--- src/rtl/shape_sfr_pkg.sv ---
// Shared types for the shape-processor SFR driver: field positions, request record, FSM states.
// Latency: n/a (types only). Backpressure: n/a.
// Field helpers keep the write-data layout in one place.
package shape_sfr_pkg;

    localparam int SHAPE_MSB = 17;
    localparam int SHAPE_LSB = 16;
    localparam int OP_MSB    = 4;
    localparam int OP_LSB    = 0;

    typedef logic [1:0] shape_t;
    typedef logic [4:0] operation_t;

    typedef struct packed {
        shape_t     shape;
        operation_t operation;
    } shape_req_t;

    typedef enum logic [2:0] {
        ST_IDLE,
        ST_WRITE,
        ST_READ,
        ST_WAIT,
        ST_RESP
    } sfr_drv_state_e;

    function automatic logic [31:0] pack_req(input shape_req_t r);
        logic [31:0] d;
        d = '0;
        d[SHAPE_MSB:SHAPE_LSB] = r.shape;
        d[OP_MSB:OP_LSB]       = r.operation;
        return d;
    endfunction

endpackage

--- src/rtl/shape_req_fifo.sv ---
// Synchronous request FIFO with registered full/empty flags and a head peek.
// Latency: pushed entry visible at the head one cycle after the push.
// Backpressure: push ignored when full, pop ignored when empty.
module shape_req_fifo
    import shape_sfr_pkg::*;
#(
    parameter int DEPTH = 4
) (
    input  logic                       clk,
    input  logic                       rst_n,
    input  logic                       push,
    input  shape_req_t                 push_data,
    input  logic                       pop,
    output shape_req_t                 peek,
    output logic                       full,
    output logic                       empty,
    output logic [$clog2(DEPTH):0]     count
);

    localparam int AW = $clog2(DEPTH);
    localparam int CW = AW + 1;

    shape_req_t        mem [DEPTH];
    logic [AW-1:0]     wr_ptr;
    logic [AW-1:0]     rd_ptr;
    logic [CW-1:0]     count_next;
    logic              push_ok;
    logic              pop_ok;

    assign push_ok = push && !full;
    assign pop_ok  = pop && !empty;
    assign peek    = mem[rd_ptr];

    always_comb begin
        count_next = count;
        if (push_ok && !pop_ok) begin
            count_next = count + 1'b1;
        end else if (pop_ok && !push_ok) begin
            count_next = count - 1'b1;
        end
    end

    // Storage needs no reset; only the pointers define what is valid.
    always_ff @(posedge clk) begin
        if (push_ok) begin
            mem[wr_ptr] <= push_data;
        end
    end

    always_ff @(posedge clk or negedge rst_n) begin
        if (!rst_n) begin
            wr_ptr <= '0;
            rd_ptr <= '0;
            count  <= '0;
            full   <= 1'b0;
            empty  <= 1'b1;
        end else begin
            if (push_ok) wr_ptr <= wr_ptr + 1'b1;
            if (pop_ok)  rd_ptr <= rd_ptr + 1'b1;
            count <= count_next;
            full  <= (count_next == CW'(DEPTH));
            empty <= (count_next == '0);
        end
    end

endmodule

--- src/rtl/shape_sfr_driver.sv ---
// Issues one SFR write then one read-back per queued request and reports whether the SFR took the value.
// Latency: write N+1, read N+2, response N+3+RD_LATENCY after acceptance in cycle N.
// Backpressure: req_ready low while FIFO full; response held until rsp_ready.
module shape_sfr_driver
    import shape_sfr_pkg::*;
#(
    parameter int FIFO_DEPTH = 4,
    parameter int RD_LATENCY = 1
) (
    input  logic        clk,
    input  logic        rst_n,
    input  logic        req_valid,
    output logic        req_ready,
    input  logic [1:0]  req_shape,
    input  logic [4:0]  req_operation,
    output logic        write,
    output logic [31:0] write_data,
    output logic        read,
    input  logic [31:0] read_data,
    output logic        rsp_valid,
    input  logic        rsp_ready,
    output logic        rsp_accepted,
    output logic [1:0]  rsp_shape,
    output logic [4:0]  rsp_operation,
    output logic        busy
);

    localparam int CW  = $clog2(FIFO_DEPTH) + 1;
    localparam int WCW = (RD_LATENCY > 1) ? $clog2(RD_LATENCY) : 1;

    sfr_drv_state_e  state, state_next;
    shape_req_t      req_in;
    shape_req_t      head;
    logic            push, pop;
    logic            fifo_full, fifo_empty;
    logic [CW-1:0]   fifo_count;
    logic [WCW-1:0]  wait_cnt;
    logic            wait_last;
    shape_t          rd_shape;
    operation_t      rd_op;
    logic            unused_rd_bits;

    assign req_in    = '{shape: req_shape, operation: req_operation};
    assign req_ready = !fifo_full;
    assign push      = req_valid && req_ready;
    assign wait_last = (wait_cnt == '0);

    assign rd_shape       = read_data[SHAPE_MSB:SHAPE_LSB];
    assign rd_op          = read_data[OP_MSB:OP_LSB];
    assign unused_rd_bits = ^{read_data[31:SHAPE_MSB+1], read_data[SHAPE_LSB-1:OP_MSB+1]};

    shape_req_fifo #(
        .DEPTH (FIFO_DEPTH)
    ) u_fifo (
        .clk       (clk),
        .rst_n     (rst_n),
        .push      (push),
        .push_data (req_in),
        .pop       (pop),
        .peek      (head),
        .full      (fifo_full),
        .empty     (fifo_empty),
        .count     (fifo_count)
    );

    always_comb begin
        state_next = state;
        pop        = 1'b0;
        case (state)
            // Leaving IDLE on the push edge itself gives write in the very next cycle.
            ST_IDLE:  if (!fifo_empty || push) state_next = ST_WRITE;
            ST_WRITE: state_next = ST_READ;
            ST_READ:  state_next = ST_WAIT;
            ST_WAIT:  if (wait_last) state_next = ST_RESP;
            ST_RESP: begin
                if (rsp_ready) begin
                    pop        = 1'b1;
                    state_next = ((fifo_count > CW'(1)) || push) ? ST_WRITE : ST_IDLE;
                end
            end
            default:  state_next = ST_IDLE;
        endcase
    end

    always_ff @(posedge clk or negedge rst_n) begin
        if (!rst_n) begin
            state         <= ST_IDLE;
            wait_cnt      <= '0;
            rsp_accepted  <= 1'b0;
            rsp_shape     <= '0;
            rsp_operation <= '0;
        end else begin
            state <= state_next;
            if (state == ST_READ) begin
                wait_cnt <= WCW'(RD_LATENCY - 1);
            end else if (state == ST_WAIT && !wait_last) begin
                wait_cnt <= wait_cnt - 1'b1;
            end
            if (state == ST_WAIT && wait_last) begin
                rsp_shape     <= rd_shape;
                rsp_operation <= rd_op;
                rsp_accepted  <= (rd_shape == head.shape) && (rd_op == head.operation);
            end
        end
    end

    // Strobes decode straight from the state register, so they carry no input path.
    assign write      = (state == ST_WRITE);
    assign read       = (state == ST_READ);
    assign rsp_valid  = (state == ST_RESP);
    assign write_data = write ? pack_req(head) : '0;
    assign busy       = (state != ST_IDLE) || !fifo_empty;

endmodule

--- config.mk ---
export PLATFORM = sky130hd
export DESIGN_NAME = shape_sfr_driver
export DESIGN_NICKNAME = d
export VERILOG_FILES = /design/src/rtl/shape_sfr_pkg.sv /design/src/rtl/shape_req_fifo.sv /design/src/rtl/shape_sfr_driver.sv
export SDC_FILE = /design/constraint.sdc
export NUM_CORES = 1
export LEC_CHECK = 0
export CORE_UTILIZATION = 45
export CTS_CLUSTER_DIAMETER = 100
export DETAILED_ROUTE_END_ITERATION = 6
export GPL_TIMING_DRIVEN = 0
export HOLD_SLACK_MARGIN = 0.05
export PLACE_DENSITY = 0.81
export SLEW_MARGIN = 20
export SYNTH_ARGS = -nofsm -noshare
export SYNTH_HDL_FRONTEND = slang
export SYNTH_HIERARCHICAL = 1
export SYNTH_SLANG_ARGS = --single-unit
--- constraint.sdc ---
create_clock -name clk -period 2.45 [get_ports clk]
set_input_delay 0.245 -clock clk [delete_from_list [all_inputs] [get_ports clk]]
set_output_delay 0.245 -clock clk [all_outputs]
set_load 0.01 [all_outputs]
; Word-level counts from Yosys, hierarchy flattened
; Memories as Yosys holds them, arrays and structs flattened.
; Index checks and enable logic that the tools add are counted.
[classes]
reduce_logical = 20
n_mux = 14
add_sub_neg = 5
n_bitwise = 1
eq_ne = 10
order_cmp = 1
[ops]
columns = cell, count
row1 = $mux W18, 1
row2 = $mux W3, 5
row3 = $pmux W3 S5, 1
row4 = $logic_and A1 B1 Y1, 8
row5 = $mux W1, 7
row6 = $eq A3 B2 Y1 const B, 2
row7 = $eq A3 B3 Y1 const B, 2
row8 = $logic_not A3 Y1, 2
row9 = $eq A5 B5 Y1, 1
row10 = $add A2 B1 Y2 const B, 2
row11 = $logic_not A1 Y1, 4
row12 = $ne A2 B2 Y1 const B, 2
row13 = $add A3 B1 Y3 const B, 1
row14 = $eq A3 B1 Y1 const B, 1
row15 = $gt A3 B1 Y1 const B, 1
row16 = $logic_or A1 B1 Y1, 3
row17 = $reduce_and A3 Y1, 1
row18 = $reduce_bool A3 Y1, 1
row19 = $sub A3 B1 Y3 const B, 1
row20 = $eq A2 B2 Y1, 1
row21 = $ne A2 B1 Y1 const B, 1
row22 = $reduce_bool A2 Y1, 1
row23 = $not A1 Y1, 1
row24 = $sub A1 B1 Y1 const B, 1
[word_totals]
wordCells = 62
inputBits = 43
ram_bits = 28
register_bits = 21
n_memories = 1
out_inout_bits = 45
[mem_list]
columns = memory, depth, width, rd, rd_clocked_by_memory_dff, write_ports, line_no
row1 = u_fifo.mem, 4, 7, 1, 0, 1, shape_req_fifo.sv:23  ; shape_req_t mem [DEPTH];

; Longest topological paths before layout
; Gate-level depths: netlist of run 1.
[logic_depth]
word_depth = 8
ltp_mapped = 6
mapped_depth_nobuf = 6

; By module
; The synthesis of run 1 kept the hierarchy.
[by_module_without_submodules]
columns = module, cells_per_inst, area_per_inst_um2, n_inst, seq_area_each_um2
row1 = shape_req_fifo, 89, 1564.0, 1, 1067.3
row2 = shape_sfr_driver, 85, 872.1, 1, 300.3

; Least setup slack after synthesis of run 1
; No wires, ideal clock.
[synth_path]
path_type = reg-to-reg
from = register state[1]
to = register u_fifo.full
path_slack_ns = 0.663
required_ns = 2.363
path_buffers = 0
synth_period_minus_slack_ns = 1.787
stages_incl_launch_ff = 7
arrival_ns = 1.700
setup_ns = 0.087
cell_sequence = dfrtp_1 > nor2_1 > and3_1 > and2b_1 > nor2_1 > or4_4 > a211oi_2
[synth_via]
elab_chain_cells = 7
elab_cells_between_ends = 9
cone_classes = eq/ne: 2 / mux: 3 / reduce/logical: 4
[synth_rtl]
columns = item, line_no
row1 = from (decl), shape_sfr_driver.sv:31  ; sfr_drv_state_e state, state_next;
row2 = from (signal assigned), shape_sfr_driver.sv:93  ; state <= state_next;
row3 = $eq A3 B3 Y1 (*), shape_sfr_driver.sv:69  ; case (state)
row4 = $mux W1 (*), shape_sfr_driver.sv:69
row5 = named net pop, shape_sfr_driver.sv:34  ; logic push, pop;
row6 = $logic_and A1 B1 Y1 (*), shape_req_fifo.sv:31  ; assign pop_ok = pop && !empty;
row7 = $logic_and A1 B1 Y1 or $logic_not A1 Y1 (tied branches), "shape_req_fifo.sv:38, shape_req_fifo.sv:36"
row8 = $mux W3 or $logic_and A1 B1 Y1 (tied branches), "shape_req_fifo.sv:38, shape_req_fifo.sv:36"
row9 = $mux W3 (*), shape_req_fifo.sv:36  ; if (push_ok && !pop_ok) begin
row10 = $eq A3 B3 Y1 (*), shape_req_fifo.sv:61  ; full <= (count_next == CW'(DEPTH));
row11 = to (signal assigned), shape_req_fifo.sv:61
row12 = to (decl), shape_req_fifo.sv:15  ; output logic full,
; The timed path passes the listed nets; every way through them passes the cells marked *.
; A chain may end at the register's enable or synchronous reset.

==> results of run 1 <==
routing by layer:
layer	track usage, %	share of wire [%]	up-vias
li1	-	-	696
met1	19.5	44	669
met2	26.1	50	58
met3	4.10	5.7	2
met4	5.14	0.69	0
met5	0	0	-
cells in the final DEF (no fill, tap or decap), types with 3 or more instances in the layout:
cell type and count:
clkdlybuf4s50_1 37, edfxtp_1 28, buf_4 25, conb_1 25, dfrtp_1 20, xnor2_1 12, and2_1 8, nor2_1 7
inv_1 7, mux2_4 7, mux4_2 7, ha_1 6, clkbuf_8 5, nand2_1 4, and2_2 4, o22ai_1 3
nor3_1 3
metrics by stage:
step | hold WS, ps | setup WS (ps)
floorplan | -50.6 | 663
finish | 477 | 126
global route | 541 | 20.5
CTS | 511 | 38.6
global placement | 498 | 320
detailed placement | 496 | 322
final timing paths:
| path | cells past startpoint | startpoint | endpoint | slack, ps |
|---|---|---|---|---|
| worst max register to register | 6 | state[1]$_DFFE_PN0P_ | u_fifo/full$_DFF_PN0_ | 440 |
| worst min register to register | 1 | rsp_operation[1]$_DFFE_PN0P_ | rsp_operation[1]$_DFFE_PN0P_ | 510 |
| worst max-delay path | 4 | u_fifo/rd_ptr[1]$_DFFE_PN0P_ | write_data[2] | 130 |
| min in group clk | 1 | rsp_operation[1]$_DFFE_PN0P_ | rsp_operation[1]$_DFFE_PN0P_ | 510 |
| worst min-delay path | 1 | rst_n | u_fifo/rd_ptr[0]$_DFFE_PN0P_ | 480 |
| max in group asynchronous | 1 | rst_n | state[2]$_DFFE_PN0P_ | 1390 |
layout make-up:
| type | count | area [um^2] |
|---|---|---|
| repair buffers | 37 | 370 |
| clock buffers | 6 | 72.6 |
| multi-input cells | 113 | 913 |
| well taps | 70 | 87.6 |
| plain buffers | 29 | 221 |
| clock inverters | 2 | 15.0 |
| fillers | 434 | 2100 |
| inverters | 7 | 26.3 |
| flip-flops and latches | 49 | 1370 |
flip-flops by register name, summed over array words and instances, names as in the netlist:
| signal | count |
|---|---|
| rsp_shape | 2 |
| state | 3 |
| rsp_accepted | 1 |
| rsp_operation | 5 |
| wait_cnt | 1 |
| u_fifo/count | 3 |
| u_fifo/rd_ptr | 2 |
| u_fifo/mem | 28 |
| u_fifo/empty | 1 |
| u_fifo/wr_ptr | 2 |
| u_fifo/full | 1 |
logic make-up (layout without fill, tap and decap cells):
family | count (synthesis) | in the layout | share of synthesized area, %
flops | 49 | 49 | 56.1
simple gates | 45 | 45 | 12.3
buf+inv | 36 | 81 | 10.1
mux | 14 | 14 | 10.8
xor+xnor | 12 | 12 | 4.31
compound gates | 11 | 11 | 3.18
fa+ha+maj | 6 | 6 | 3.08
other cells | 1 | 25 | 0.154
timing repair:
action | in CTS | in global routing
endpoints found under the setup margin | 0 | 5
hold buffers | 0 | 0
gates resized for setup | 0 | 1
power by group through the flow:
stage	clock, uW	combinational [uW]	sequential, uW
2_1_floorplan	0	934	1280
6_report	457	1410	1270
4_1_cts	472	1430	1270
3_5_place_dp	0	1420	1290
5_1_grt	504	1560	1300
3_3_place_gp	0	1380	1270
critical path, cell delays in order (launching register included):
cell and delay (ps):
dfrtp_1 330, clkbuf_1 400, mux4_2 430, and2_1 160, clkdlybuf4s50_1 470
==> metrics.txt, run 1 <==
largest net degree at the start of global routing 22; setup violators final 0; P_sw 1010 uW; Initial DRC Count 63; part of the power in registers 40.4%; startpoint types flip-flop; Fin Clk Skew 8.57 ps; VDD IR max 481 uV; CTS root buffer clkbuf_8; share of cells above drive strength 1 25.5%; Core ar. 5170 um^2; diodes inserted 0; Mapped Area about 2400 um^2; top cells by count, synth edfxtp_1, buf_4, dfrtp_1, xnor2_1, and2_1; Core Rows 26; Async S/R FF share, synth 42.9%; placed insts between 300 and 400; Post-synth top flop edfxtp_1; worst relative slew slack 35.9%; # Max-Cap Violations 0; worst-margin pin slew 959 ps; syn_area_per_cell roughly 14 um^2; CTS tree yes; most frequent cell after synthesis edfxtp_1; Post-CTS Setup Inserts 0; Max clock buf depth 2; cell taking the most area after synthesis edfxtp_1; number of synthesized flops with an enable pin 28; area post-placement 2980 um^2; Vias/cell 4.55; length of the first detailed-routing pass in iterations 4; GRT Residual Overflow 0; WP data arrival 2080 ps; Post-Syn Instances 174; later-pin clock latency in the skew report ~300 ps; crit path max fanout 8; Synth Register Bits just under 50; status finished clean; Routability Congestion 0.740; RSZ-0062 raised after global routing false; Area contributors post-synth edfxtp_1, dfrtp_1, buf_4; GRT Total Usage 15.5%; vias post-DR 1,425; Starting Density 47.1%; nets approximately 290; Internal Pwr Total 2130 uW; post-layout min period ~2300 ps; Hold Vio Cnt, Final 0; CTS sink cnt 49; CTS buffer count 5; Fmax achieved roughly 0.43 GHz; I/O pin count 88; power per cell area 1020 nW/um^2; first-pass GRT wire length 6320 um; Post-Route WL 3900 um; sw frac between 30% and 40%; mean routed wirelength per cell roughly 12 um; Detail Route Antenna Nets 0; CP Capture Type output port; Final Cycle Share between 90% and 100%; Hold WC Path Type input port to asynchronous set/reset pin; Required @ worst endpoint 2200 ps; Clk pwr share 14.6%; WS Path Type flip-flop to output port; final-report max-slew violation count 0; non-filler cells, final 313; P_leak 0.00126 uW; Die W 75.6 um; Synth top area share 34.5%; Sum Neg Setup Slack 0 ps; H-tree depth 2; unique cell type count in the Yosys netlist 41; initial antenna violation count 0; synth-to-layout area growth 26.2%; Final Instance Area a little over 3000 um^2; DRC violations left 0; die area 5710 um^2; overall power 3140 uW; vias in the first global route between 1,000 and 1,500; Buffers on Ports 37; combinational power share 45.0%; sequential cell area fraction in the yosys report 56.1%; HPWL Detailed 2940 um; fin util 59.4%; clock slew at reported path FFs 90 ps; synth warn 6; Chip Height around 76 um
Note: power is estimated with default switching activity, not from simulation.
==> run 2: changes to the inputs <==
Clock period 2.45 ns to 2.4 ns, I/O delays scaled along.
==> run 2 against run 1 <==
  * Core utilization decreased by 0.073 points
  * Combinational power is essentially flat
  * Count of clock-buffer cells in the layout stayed put
  * Highest routed layer unchanged
==> metrics.txt, run 2 (synthesized netlist as in run 1, its figures left out) <==
Hold WC Path Type input port to asynchronous set/reset pin (unchanged); Worst R2R Path Depth 6 (unchanged); commonest non-fill, non-tap cell in the layout clkdlybuf4s50_1 (unchanged); first-pass GRT wire length 6320 um (unchanged); Post-Route WL 3910 um (was 3900 um); Core ar. 5170 um^2 (unchanged); RSZ-0062 raised after global routing false (unchanged); worst relative slew slack 35.5% (was 35.9%); part of the power in registers 41.2% (was 40.4%); Die W 75.6 um (unchanged); Placement Setup Slack 277 ps (was 322 ps); Core Rows 26 (unchanged); Sum Neg Setup Slack 0 ps (unchanged); reg-to-reg endpoint u_fifo/full$_DFF_PN0_ (unchanged); synth-to-layout area growth 26.0% (was 26.2%); nets 290 (was 291); worst-margin pin slew 965 ps (was 959 ps); area post-placement 2980 um^2 (unchanged); combinational power share 44.2% (was 45.0%); mean routed wirelength per cell 12.5 um (about the same); Required @ worst endpoint 2160 ps (was 2200 ps); Largest register FFs 28 (unchanged); commonest non-fill, non-tap cells in the layout clkdlybuf4s50_1, edfxtp_1, buf_4, conb_1, dfrtp_1 (unchanged); post-layout min period 2280 ps; sw frac 32.2% (about the same); I/O pin count 88 (unchanged); Chip Height 75.6 um (unchanged); hold_buf cts 0 (unchanged); Filler cells 436 (was 434); power per cell area 1040 nW/um^2 (was 1020 nW/um^2); worst reg2reg setup slack 380 ps (was 440 ps); CP Capture Type output port (unchanged); CTS sink cnt 49 (unchanged); # Max-Cap Violations 0 (unchanged); later-pin clock latency in the skew report 290 ps (was 300 ps); Fin Clk Skew 8.67 ps (was 8.57 ps); share of cells above drive strength 1 25.6% (was 25.5%); GRT Residual Overflow 0 (unchanged); WS Path Type flip-flop to output port (unchanged); largest net degree at the start of global routing 22 (unchanged); Initial DRC Count 55 (was 63); Routability Congestion 0.740 (unchanged); DRC violations left 0 (unchanged); CTS root buffer clkbuf_8 (unchanged); WP data arrival 2040 ps (was 2080 ps); status finished clean (unchanged); HPWL Detailed 2940 um (unchanged); Top Registers u_fifo/mem: 28 flops, rsp_operation: 5 flops (unchanged); final-report max-slew violation count 0 (unchanged); Final WS setup 118 ps (was 126 ps); GRT Total Usage 15.5% (unchanged); Biggest register u_fifo/mem (unchanged); Vias/cell 4.58 (was 4.55); vias post-DR 1,428 (was 1,425); clock slew at reported path FFs 90 ps (about the same); diodes inserted 0 (unchanged); Max clock buf depth 2 (unchanged); Final Instance Area 3070 um^2 (about the same); crit path max fanout 9 (was 8); FF-to-FF Start state[1]$_DFFE_PN0P_ (unchanged); Starting Density 47.1% (unchanged); startpoint types flip-flop (unchanged); CTS buffer count 5 (unchanged); initial antenna violation count 0 (unchanged); Buffers on Ports 37 (unchanged); Clk pwr share 14.6% (about the same); Final Cycle Share 95.1%; VDD IR max 495 uV (was 481 uV); CTS tree yes (unchanged); Fmax achieved 0.438 GHz; H-tree depth 2 (unchanged); die area 5710 um^2 (unchanged); Detail Route Antenna Nets 0 (unchanged); vias in the first global route 1,354 (unchanged); length of the first detailed-routing pass in iterations 4 (unchanged); P_sw 1030 uW (was 1010 uW); P_leak 0.00126 uW (about the same); Internal Pwr Total 2170 uW (was 2130 uW); Hold Vio Cnt, Final 0 (unchanged); Post-CTS Setup Inserts 0 (unchanged); setup violators final 0 (unchanged)
run 2: changes by cell type in the layout (fill, tap and decap cells not counted):
cell      change
clkbuf_4      -1
buf_4         +1
clkbuf_1      -1
run 2: timing repair:
item	CTS	global route
resized for setup	1	0
gates cloned	0	0
setup endpoints to repair	2	4
run 2: routing by layer:
layer / share of wire (%) / wire (um) / vias to the layer above / global-route usage [%]
li1: - / - / 693 / -
met1: 44 / 1720 / 668 / 19.5
met2: 50 / 1950 / 65 / 26.1
met3: 5.5 / 216 / 2 / 4.10
met4: 0.69 / 27 / 0 / 5.14
met5: 0 / 0 / - / 0
run 2: worst max path at each step:
stage / cells past startpoint / startpoint / to
6_report: 4 / u_fifo/rd_ptr[0]$_DFFE_PN0P_ / write_data[2]
4_1_cts: 4 / u_fifo/rd_ptr[1]$_DFFE_PN0P_ / write_data[3]
2_1_floorplan: 6 / state[1]$_DFFE_PN0P_ / u_fifo/full$_DFF_PN0_
3_5_place_dp: 7 / req_valid / u_fifo/full$_DFF_PN0_
3_3_place_gp: 7 / req_valid / u_fifo/full$_DFF_PN0_
5_1_grt: 4 / u_fifo/rd_ptr[0]$_DFFE_PN0P_ / write_data[2]
run 2: area by class of cell:
type                            count  area [um^2]  area share, %
Sequential cell                    49         1370           44.5
Multi-Input combinational cell    113          913           29.7
Timing Repair Buffer               37          370           12.1
Buffer                             28          218           7.09
Tap cell                           70         87.6           2.85
Clock buffer                        6         72.6           2.36
Inverter                            7         26.3          0.856
Clock inverter                      2         15.0          0.489
run 2: power groups by stage:
stage / clock, uW / sequential (uW) / combinational (uW)
after floorplan: 0 / 1310 / 953
after global routing: 515 / 1350 / 1560
after CTS: 482 / 1300 / 1460
after detailed placement: 0 / 1310 / 1450
final: 466 / 1320 / 1410
after global placement: 0 / 1300 / 1410
run 2: through the flow:
stage          std cells  util [%]  hold slack, ps  total power, uW
2_1_floorplan        198         -           -55.6             2260
3_3_place_gp         305      57.7             498             2710
3_5_place_dp         305      57.7             496             2760
4_1_cts              313      59.4             506             3240
5_1_grt              312      59.4             537             3430
6_report             312      59.4             477             3200
run 2: critical path, cell delays in order (launching register included):
cell and delay, ps:
dfrtp_1 340, buf_4 210, mux4_2 570, and2_1 160
clkdlybuf4s50_1 470
